`src/rtl/matmul_pool_engine.sv`:
```
// matmul_pool_engine: C = A*B over NxN unsigned bytes read from memory, then 2x2/stride-2
// max or average pooling, saturated to 8 bits and written back four results per word.
module matmul_pool_engine #(
   parameter int                N      = 4,
   parameter int                ADDR_W = 10,
   parameter logic [ADDR_W-1:0] A_BASE = 10'h000,
   parameter logic [ADDR_W-1:0] B_BASE = 10'h100,
   parameter logic [ADDR_W-1:0] C_BASE = 10'h200
) (
   input  logic              clk,
   input  logic              rst,
   input  logic              kick_start,
   input  logic              pool_mode,
   output logic              ready,
   output logic              done,
   output logic              mem_en_read_A,
   output logic [ADDR_W-1:0] mem_addr_A,
   input  logic [31:0]       mem_data_A,
   output logic              mem_en_read_B,
   output logic [ADDR_W-1:0] mem_addr_B,
   input  logic [31:0]       mem_data_B,
   output logic              mem_en_write_C,
   output logic [ADDR_W-1:0] mem_addr_C,
   output logic [31:0]       mem_data_C
);
   localparam int NE    = N * N;
   localparam int W     = NE / 4;
   localparam int NP    = N / 2;
   localparam int P_W   = NE / 16;
   localparam int ACC_W = 16 + $clog2(N);
   localparam int CNT_W = $clog2(NE + 1);
   localparam int IDX_W = $clog2(N);

   localparam logic [2:0] S_IDLE    = 3'd0;
   localparam logic [2:0] S_LOAD    = 3'd1;
   localparam logic [2:0] S_COMPUTE = 3'd2;
   localparam logic [2:0] S_WRITE   = 3'd3;
   localparam logic [2:0] S_DONE    = 3'd4;

   logic [2:0]       state;
   logic [CNT_W-1:0] cnt;
   logic [CNT_W-1:0] rd_idx;
   logic [IDX_W-1:0] cr, cc;
   logic             mode_q;
   logic             rd_valid;
   logic             rd_en;
   logic             wr_en;
   logic [ACC_W-1:0] dot;
   logic [31:0]      wr_word;

   logic [7:0]       a_buf  [NE];
   logic [7:0]       b_buf  [NE];
   logic [ACC_W-1:0] c_buf  [NE];
   logic [7:0]       pooled [NP*NP];

   function automatic logic [7:0] pool4(input logic [ACC_W-1:0] v0, v1, v2, v3,
                                        input logic avg);
      logic [ACC_W-1:0] m01, m23;
      logic [ACC_W+1:0] sum, res;
      m01 = (v0 > v1) ? v0 : v1;
      m23 = (v2 > v3) ? v2 : v3;
      sum = (ACC_W+2)'(v0) + (ACC_W+2)'(v1) + (ACC_W+2)'(v2) + (ACC_W+2)'(v3);
      if (avg) res = sum >> 2;
      else     res = (ACC_W+2)'((m01 > m23) ? m01 : m23);
      return (res > (ACC_W+2)'(255)) ? 8'hFF : res[7:0];
   endfunction

   assign ready = (state == S_IDLE);
   assign done  = (state == S_DONE);
   assign rd_en = (state == S_LOAD) && (cnt < CNT_W'(W));
   assign wr_en = (state == S_WRITE);

   // Address and data buses are forced to zero whenever their strobe is idle.
   assign mem_en_read_A  = rd_en;
   assign mem_en_read_B  = rd_en;
   assign mem_addr_A     = rd_en ? A_BASE + ADDR_W'(cnt) : '0;
   assign mem_addr_B     = rd_en ? B_BASE + ADDR_W'(cnt) : '0;
   assign mem_en_write_C = wr_en;
   assign mem_addr_C     = wr_en ? C_BASE + ADDR_W'(cnt) : '0;
   assign mem_data_C     = wr_en ? wr_word : '0;

   always_ff @(posedge clk) begin
      if (rst) begin
         state    <= S_IDLE;
         cnt      <= '0;
         rd_idx   <= '0;
         cr       <= '0;
         cc       <= '0;
         mode_q   <= 1'b0;
         rd_valid <= 1'b0;
      end else begin
         rd_valid <= rd_en;
         rd_idx   <= cnt;
         case (state)
            S_IDLE: if (kick_start) begin
               state  <= S_LOAD;
               cnt    <= '0;
               mode_q <= pool_mode;
            end
            // Count runs one past the last read to leave a drain cycle for the final capture.
            S_LOAD: if (cnt == CNT_W'(W)) begin
               state <= S_COMPUTE;
               cnt   <= '0;
               cr    <= '0;
               cc    <= '0;
            end else begin
               cnt <= cnt + 1'b1;
            end
            S_COMPUTE: begin
               if (cc == IDX_W'(N - 1)) begin
                  cc <= '0;
                  cr <= cr + 1'b1;
               end else begin
                  cc <= cc + 1'b1;
               end
               if (cnt == CNT_W'(NE - 1)) begin
                  state <= S_WRITE;
                  cnt   <= '0;
               end else begin
                  cnt <= cnt + 1'b1;
               end
            end
            S_WRITE: if (cnt == CNT_W'(P_W - 1)) begin
               state <= S_DONE;
               cnt   <= '0;
            end else begin
               cnt <= cnt + 1'b1;
            end
            S_DONE:  state <= S_IDLE;
            default: state <= S_IDLE;
         endcase
      end
   end

   // NOTE: the buffers have no reset; each run rewrites every entry before it is read.
   always_ff @(posedge clk) begin
      if (rd_valid) begin
         for (int b = 0; b < 4; b++) begin
            a_buf[4*int'(rd_idx) + b] <= mem_data_A[8*b +: 8];
            b_buf[4*int'(rd_idx) + b] <= mem_data_B[8*b +: 8];
         end
      end
      if (state == S_COMPUTE) c_buf[int'(cr)*N + int'(cc)] <= dot;
   end

   always_comb begin
      dot = '0;
      for (int k = 0; k < N; k++)
         dot = dot + ACC_W'(a_buf[int'(cr)*N + k]) * ACC_W'(b_buf[k*N + int'(cc)]);
   end

   always_comb begin
      for (int p = 0; p < NP*NP; p++)
         pooled[p] = pool4(c_buf[2*(p/NP)*N + 2*(p%NP)],
                           c_buf[2*(p/NP)*N + 2*(p%NP) + 1],
                           c_buf[2*(p/NP)*N + 2*(p%NP) + N],
                           c_buf[2*(p/NP)*N + 2*(p%NP) + N + 1],
                           mode_q);
   end

   always_comb begin
      wr_word = '0;
      for (int b = 0; b < 4; b++)
         if (4*int'(cnt) + b < NP*NP) wr_word[8*b +: 8] = pooled[4*int'(cnt) + b];
   end
endmodule
```
`config.mk`:
```
export PLATFORM = sky130hd
export DESIGN_NAME = matmul_pool_engine
export DESIGN_NICKNAME = d
export VERILOG_FILES = /design/src/rtl/matmul_pool_engine.sv
export SDC_FILE = /design/constraint.sdc
export NUM_CORES = 2
export LEC_CHECK = 0
export CAP_MARGIN = 20
export CORE_MARGIN = 3
export CORE_UTILIZATION = 40
export DETAILED_ROUTE_END_ITERATION = 16
export HOLD_SLACK_MARGIN = 0.03
export SLEW_MARGIN = 10
export SYNTH_ARGS = -nofsm -noshare
export SYNTH_HDL_FRONTEND = slang
export SYNTH_SLANG_ARGS = --single-unit
```
`constraint.sdc`:
```
create_clock -name clk -period 10.6 [get_ports clk]
set_input_delay 1.06 -clock clk [delete_from_list [all_inputs] [get_ports clk]]
set_output_delay 1.06 -clock clk [all_outputs]
set_load 0.01 [all_outputs]
```
=== Word level (Yosys, flattened, before mapping) ===
Memory sizes are Yosys's and may differ from the RTL's. A register that Yosys moved wholly into a read port is not among the register bits.
Index checks and enable logic that the tools add are counted.

* Multipliers: 4
* Reductions and logical operators: 10
* $lt $le $gt $ge: 25
* Bitwise operators: 4
* Multiplexer cells: 63
* Eq/ne operators: 12
* Add/subtract/negate cells: 33

{| class="wikitable"
|+ Operator list
! operator !! number
|-
| 18-bit 2-to-1 mux || 16
|-
| 18-bit greater-than comparator || 12
|-
| 32-bit by 3-bit >= comparator with 1-bit output (second input constant) || 4
|-
| 8-bit 2-to-1 mux || 16
|-
| 32-bit by 4-bit less-than comparator with 1-bit output (second input constant) || 3
|-
| 8-bit NOT with 32-bit output || 3
|-
| 19-bit by 18-bit adder with 20-bit output || 4
|-
| 20-bit by 18-bit adder with 20-bit output || 4
|-
| 20-bit by 8-bit greater-than comparator with 1-bit output (second input constant) || 4
|-
| 18-bit by 18-bit adder with 19-bit output || 4
|-
| 8-bit binary-select mux with 2-bit select || 4
|-
| 8-bit by 8-bit multiplier with 16-bit output || 4
|-
| 32-bit 2-to-1 mux || 1
|-
| 7-bit NOT with 32-bit output || 1
|-
| 5-bit 2-to-1 mux || 5
|-
| 10-bit 2-to-1 mux || 2
|-
| 5-bit one-hot mux with 4 select lines || 1
|-
| 17-bit by 16-bit adder with 18-bit output || 1
|-
| 18-bit by 16-bit adder with 18-bit output || 1
|-
| 16-bit by 16-bit adder with 17-bit output || 1
|-
| 4-bit by 2-bit adder with 4-bit output (second input constant) || 4
|-
| 7-bit by 2-bit adder with 8-bit output (second input constant) || 2
|-
| 4-bit 2-to-1 mux || 4
|-
| 3-bit 2-to-1 mux || 4
|-
| 31 further kinds || 46
|}

* Memories: 3
* Input port bits: 68
* Memory bits (writable): 544
* Logic and storage cells: 161
* Output and inout bits: 67
* Flip-flop bits (word level): 16

{| class="wikitable"
|+ Memories
! memory !! words !! width !! read ports !! clocked after Yosys merged registers in !! write ports !! line !! RTL
|-
| c_buf || 16 || 18 || 16 || 0 || 1 || 53 || <nowiki>logic [ACC_W-1:0] c_buf [NE];</nowiki>
|-
| a_buf || 16 || 8 || 4 || 1 || 4 || 51 || <nowiki>logic [7:0] a_buf [NE];</nowiki>
|-
| b_buf || 16 || 8 || 4 || 1 || 4 || 52 || <nowiki>logic [7:0] b_buf [NE];</nowiki>
|}

=== Depth between registers and ports, before layout ===
An unclocked memory read counts as a cell.

* Word-level depth: 13
* Mapped depth: 28
* Gate-level depth less buffers: 26

=== Worst setup path after synthesis ===
OpenSTA, ideal clock, no wires.

* Path kind: flip-flop to flip-flop
* Start point: reg cc[0]
* End point: mem c_buf[0][17] (netlist bit), data pin
* Cell stages (with the launch flop): 26
* Arrival time: 8.285 ns
* Required time: 10.303 ns
* Library setup time: 0.297 ns
* Path buffers: 2
* Period minus slack after synthesis: 8.583 ns
* Path slack: 2.017 ns
* Cells stage by stage: dfxtp_1 -> clkbuf_1 -> buf_1 -> mux4_2 -> and2_1 -> fa_1 -> ha_1 -> inv_1 -> fa_1 -> fa_1 -> fa_1 -> inv_1 -> fa_1 -> fa_1 -> fa_1 -> inv_1 -> fa_1 -> nor2b_1 -> o21ai_0 -> a21boi_0 -> o211ai_1 -> a21oi_1 -> nor3_1 -> o41ai_1 -> a21oi_1 -> xnor2_1

* Word-level cells in the longest chain between the ends: 6
* Elaborated cells between the ends (all ways): 10
* Classes of those cells: add/sub: 6; mul: 3; memory: 1

{| class="wikitable"
|+ Ends and longest elaborated chain
! element !! line !! RTL
|-
| from (decl) || 43 || <nowiki>logic [IDX_W-1:0] cr, cc;</nowiki>
|-
| from (signal assigned) || 114 || <nowiki>cc <= cc + 1'b1;</nowiki>
|-
| 3-bit by 2-bit adder with 4-bit output || 149 || <nowiki>dot = dot + ACC_W'(a_buf[int'(cr)*N + k]) * ACC_W'(b_buf[k*N + int'(cc)]);</nowiki>
|-
| memory read 16 x 8 bit * || - ||
|-
| 8-bit by 8-bit multiplier with 16-bit output || 149 ||
|-
| 16-bit by 16-bit adder with 17-bit output || 149 ||
|-
| 17-bit by 16-bit adder with 18-bit output || 149 ||
|-
| 18-bit by 16-bit adder with 18-bit output * || 149 ||
|-
| net dot[17] || 48 || <nowiki>logic [ACC_W-1:0] dot;</nowiki>
|-
| to (decl) || 53 ||
|}

The timed path passes the listed nets; every way through them passes the cells marked *.

=== Worst setup path in the final report ===
* Start point: reg cc[0]
* End point: mem c_buf[10][17] (netlist bit), data pin

Same word-level chain as after synthesis.

==> results.cfg <==
[worst_setup_path]
crit_path_frequent_cell = fa_1
worstPathArrival_ns = 9.06
required_ns = 10.92
setup.worst_path.start_class = flip-flop
crit_type = reg -> reg
crit_family = adder cells
crit_chain = mux4_2 -> and2_1 -> fa_1 -> ha_1 -> inv_1 -> fa_1 -> fa_1 -> fa_1 -> inv_1 -> fa_1 -> fa_1 -> fa_1 -> inv_1 -> fa_1 -> nor2b_1 -> o21ai_0 -> a21boi_0 -> o211ai_1 -> a21oi_1 -> nor3_1 -> o41ai_1 -> a21oi_1 -> xnor2_2
crit_path_max_incr_delay_ns = 0.95
critPathMaxFanout = 29
cp-end-kind = flip-flop
path_buf_inv = 3
crit_slowest_cell = dfxtp_2

[final_layout]
area_growth_pct = 12.3
layout_commonest_cell = edfxtp_1
fin_cells = 5119
layout-drive-gt1-share = 0.0824
nets = 4551
layout_common_cells = edfxtp_1 (544), inv_1 (506), ha_1 (426), fa_1 (368), nand2_1 (250)

[routing]
drtIter0Drc = 1779
totalWireLength_um = 112000
drc_errors = 0
dr_total_vias = 27451
drtPass1Iterations = 7
wl_per_cell_um = 21.9
ant_nets = 0
avgViaCountPerCell = 5.36

[clock_tree]
postCtsHoldBufs = 0
cts_max_path_buffers = 3
cts_buffers = 66
cts_tree = yes
cts_htree_levels = 3
cts.root.buffer_cell = clkbuf_16
clk_pin_slew_worst_paths_ns = 0.06
cts_resized = 0
worst_skew_pair.late_latency_ns = 0.63
cts_sinks = 564
cts_setup_buffers = 0

[sta]
slew_viol_final = 0
worst_slack_ns = 1.85
relSlewSlack = 0.235
min_period_ns = 8.75
max_slew.worst_pin.slew_ns = 1.15
setup_violations = 0
fin_skew_ns = 0.0344
tns_ns = 0
hold_viol_final = 0
finalCritPeriodShare = 0.825
clock.fmax_ghz = 0.114
rsz0062_at_grt = no

[floorplanning]
pin_count = 135
rows = 118
initial_core_util = 0.407
die_y_um = 332
die-width_um = 332
coreArea_um2 = 104000
die-area_um2 = 110000

[synthesis]
synthArstFlopShare = 0
synthFlopType = edfxtp_1
synth_top_area_frac = 0.385
synth_warnings = 0
synth_top_area_cell = edfxtp_1
synthTopCellsByArea = edfxtp_1 (38%), fa_1 (17%), ha_1 (13%), inv_1 (4.5%), mux4_2 (3.4%)
syn_area_um2 = 42400
synth-edff-count = 544
synth_cell_type_count = 85
syn_avg_cell_area_um2 = 12.0
yosysSeqAreaShare = 0.394
ys_ff_latch = 564
syn_inst = 3524

[run]
drv_cap = 0

[global_routing]
grt_max_degree = 65
grt_overflow = 0
grt.total_usage = 0.203
top_usage_layer = met2
grt_pass1_vias = 28717
antenna_found_initial = 1
grt_util_met2 = 0.354
met3_usage = 0.0336
grt_pass1_wl_um = 173000
met1_usage = 0.262

[place]
place_ws_ns = 1.84
place_inst = 4999
gp_congestion = 0.880
portBuffers = 115
dp_hpwl_um = 88000

[min_path]
min_path_type = reg -> reg

[status]
status = finished clean
## synth_stat cells (all sizes together) (10+ instances only)
master,n
or3,10
nand3,53
mux2,60
o211ai,14
dfxtp,20
o21ai,118
xor2,17
nand2,250
edfxtp,544
nand4,55
o21a,15
nor2b,17
nor3,40
xnor2,34
mux4,64
a21o,48
fa,368
clkbuf,39
a211oi,20
mux2i,69
nand2b,19
inv,507
nor2,127
and2,133
a21oi,180
and3,35
and4,10
buf,40
ha,426
a221oi,16
nor4,33
o31ai,10
## sequential cells by signal, summed over array words and instances, names as in the netlist, named ones only
signal and count:
c_buf 288, rd_idx 2, state 3, cnt 5
rd_valid 1, cc 2, cr 2, a_buf 128
b_buf 128, mode_q 1
## final cells by class
type	instances	area (um^2)
Multi-Input combinational cell	2392	23600
Sequential cell	564	16700
Clock inverter	40	413
Timing Repair Buffer	158	1530
Clock buffer	77	1700
Tap cell	1380	1730
Fill cell	9417	56700
Antenna cell	1	2.50
Inverter	507	1900
## metrics by stage
step,area (um^2),util,hold slack (ns)
6_report,47600,0.456,0.532
2_1_floorplan,42500,-,0.468
5_1_grt,47600,0.456,0.560
3_3_place_gp,45400,0.435,0.526
3_5_place_dp,45500,0.436,0.531
4_1_cts,47600,0.456,0.539
## metal layers
layer	wire, um	vias up
li1	-	12828
met1	47800	13788
met2	55800	673
met3	5490	162
met4	2770	0
met5	0	-
## tightest hold or removal path, stage by stage (launching register included)
cell     delay [ns]
dfxtp_1        0.36
nand2_1        0.08
a21oi_1        0.05
## path summary, 6_finish.rpt
| kind | start | to | slack [ns] | cells after the start |
|---|---|---|---|---|
| worst max-delay path | cc[0] | c_buf[10][17] | 1.85 | 23 |
| worst min-delay path | cnt[3] | cnt[3] | 0.53 | 2 |
| worst max register to register | cc[0] | c_buf[10][17] | 1.85 | 23 |
| worst min register to register | cnt[3] | cnt[3] | 0.53 | 2 |
## cells by family (layout without fill, tap and decap cells)
group | count (synthesis) | in the layout | synth area share
simple gates | 811 | 811 | 0.0963
fa+ha+maj | 794 | 794 | 0.299
buf+inv | 586 | 782 | 0.0540
flops | 564 | 564 | 0.394
compound gates | 524 | 524 | 0.0795
mux | 193 | 193 | 0.0661
xor+xnor | 51 | 51 | 0.0105
other cells | 1 | 20 | 0.0000883
Power is not shown: default switching activity piles up to over one toggle a cycle in this logic, so the estimate is an artifact.
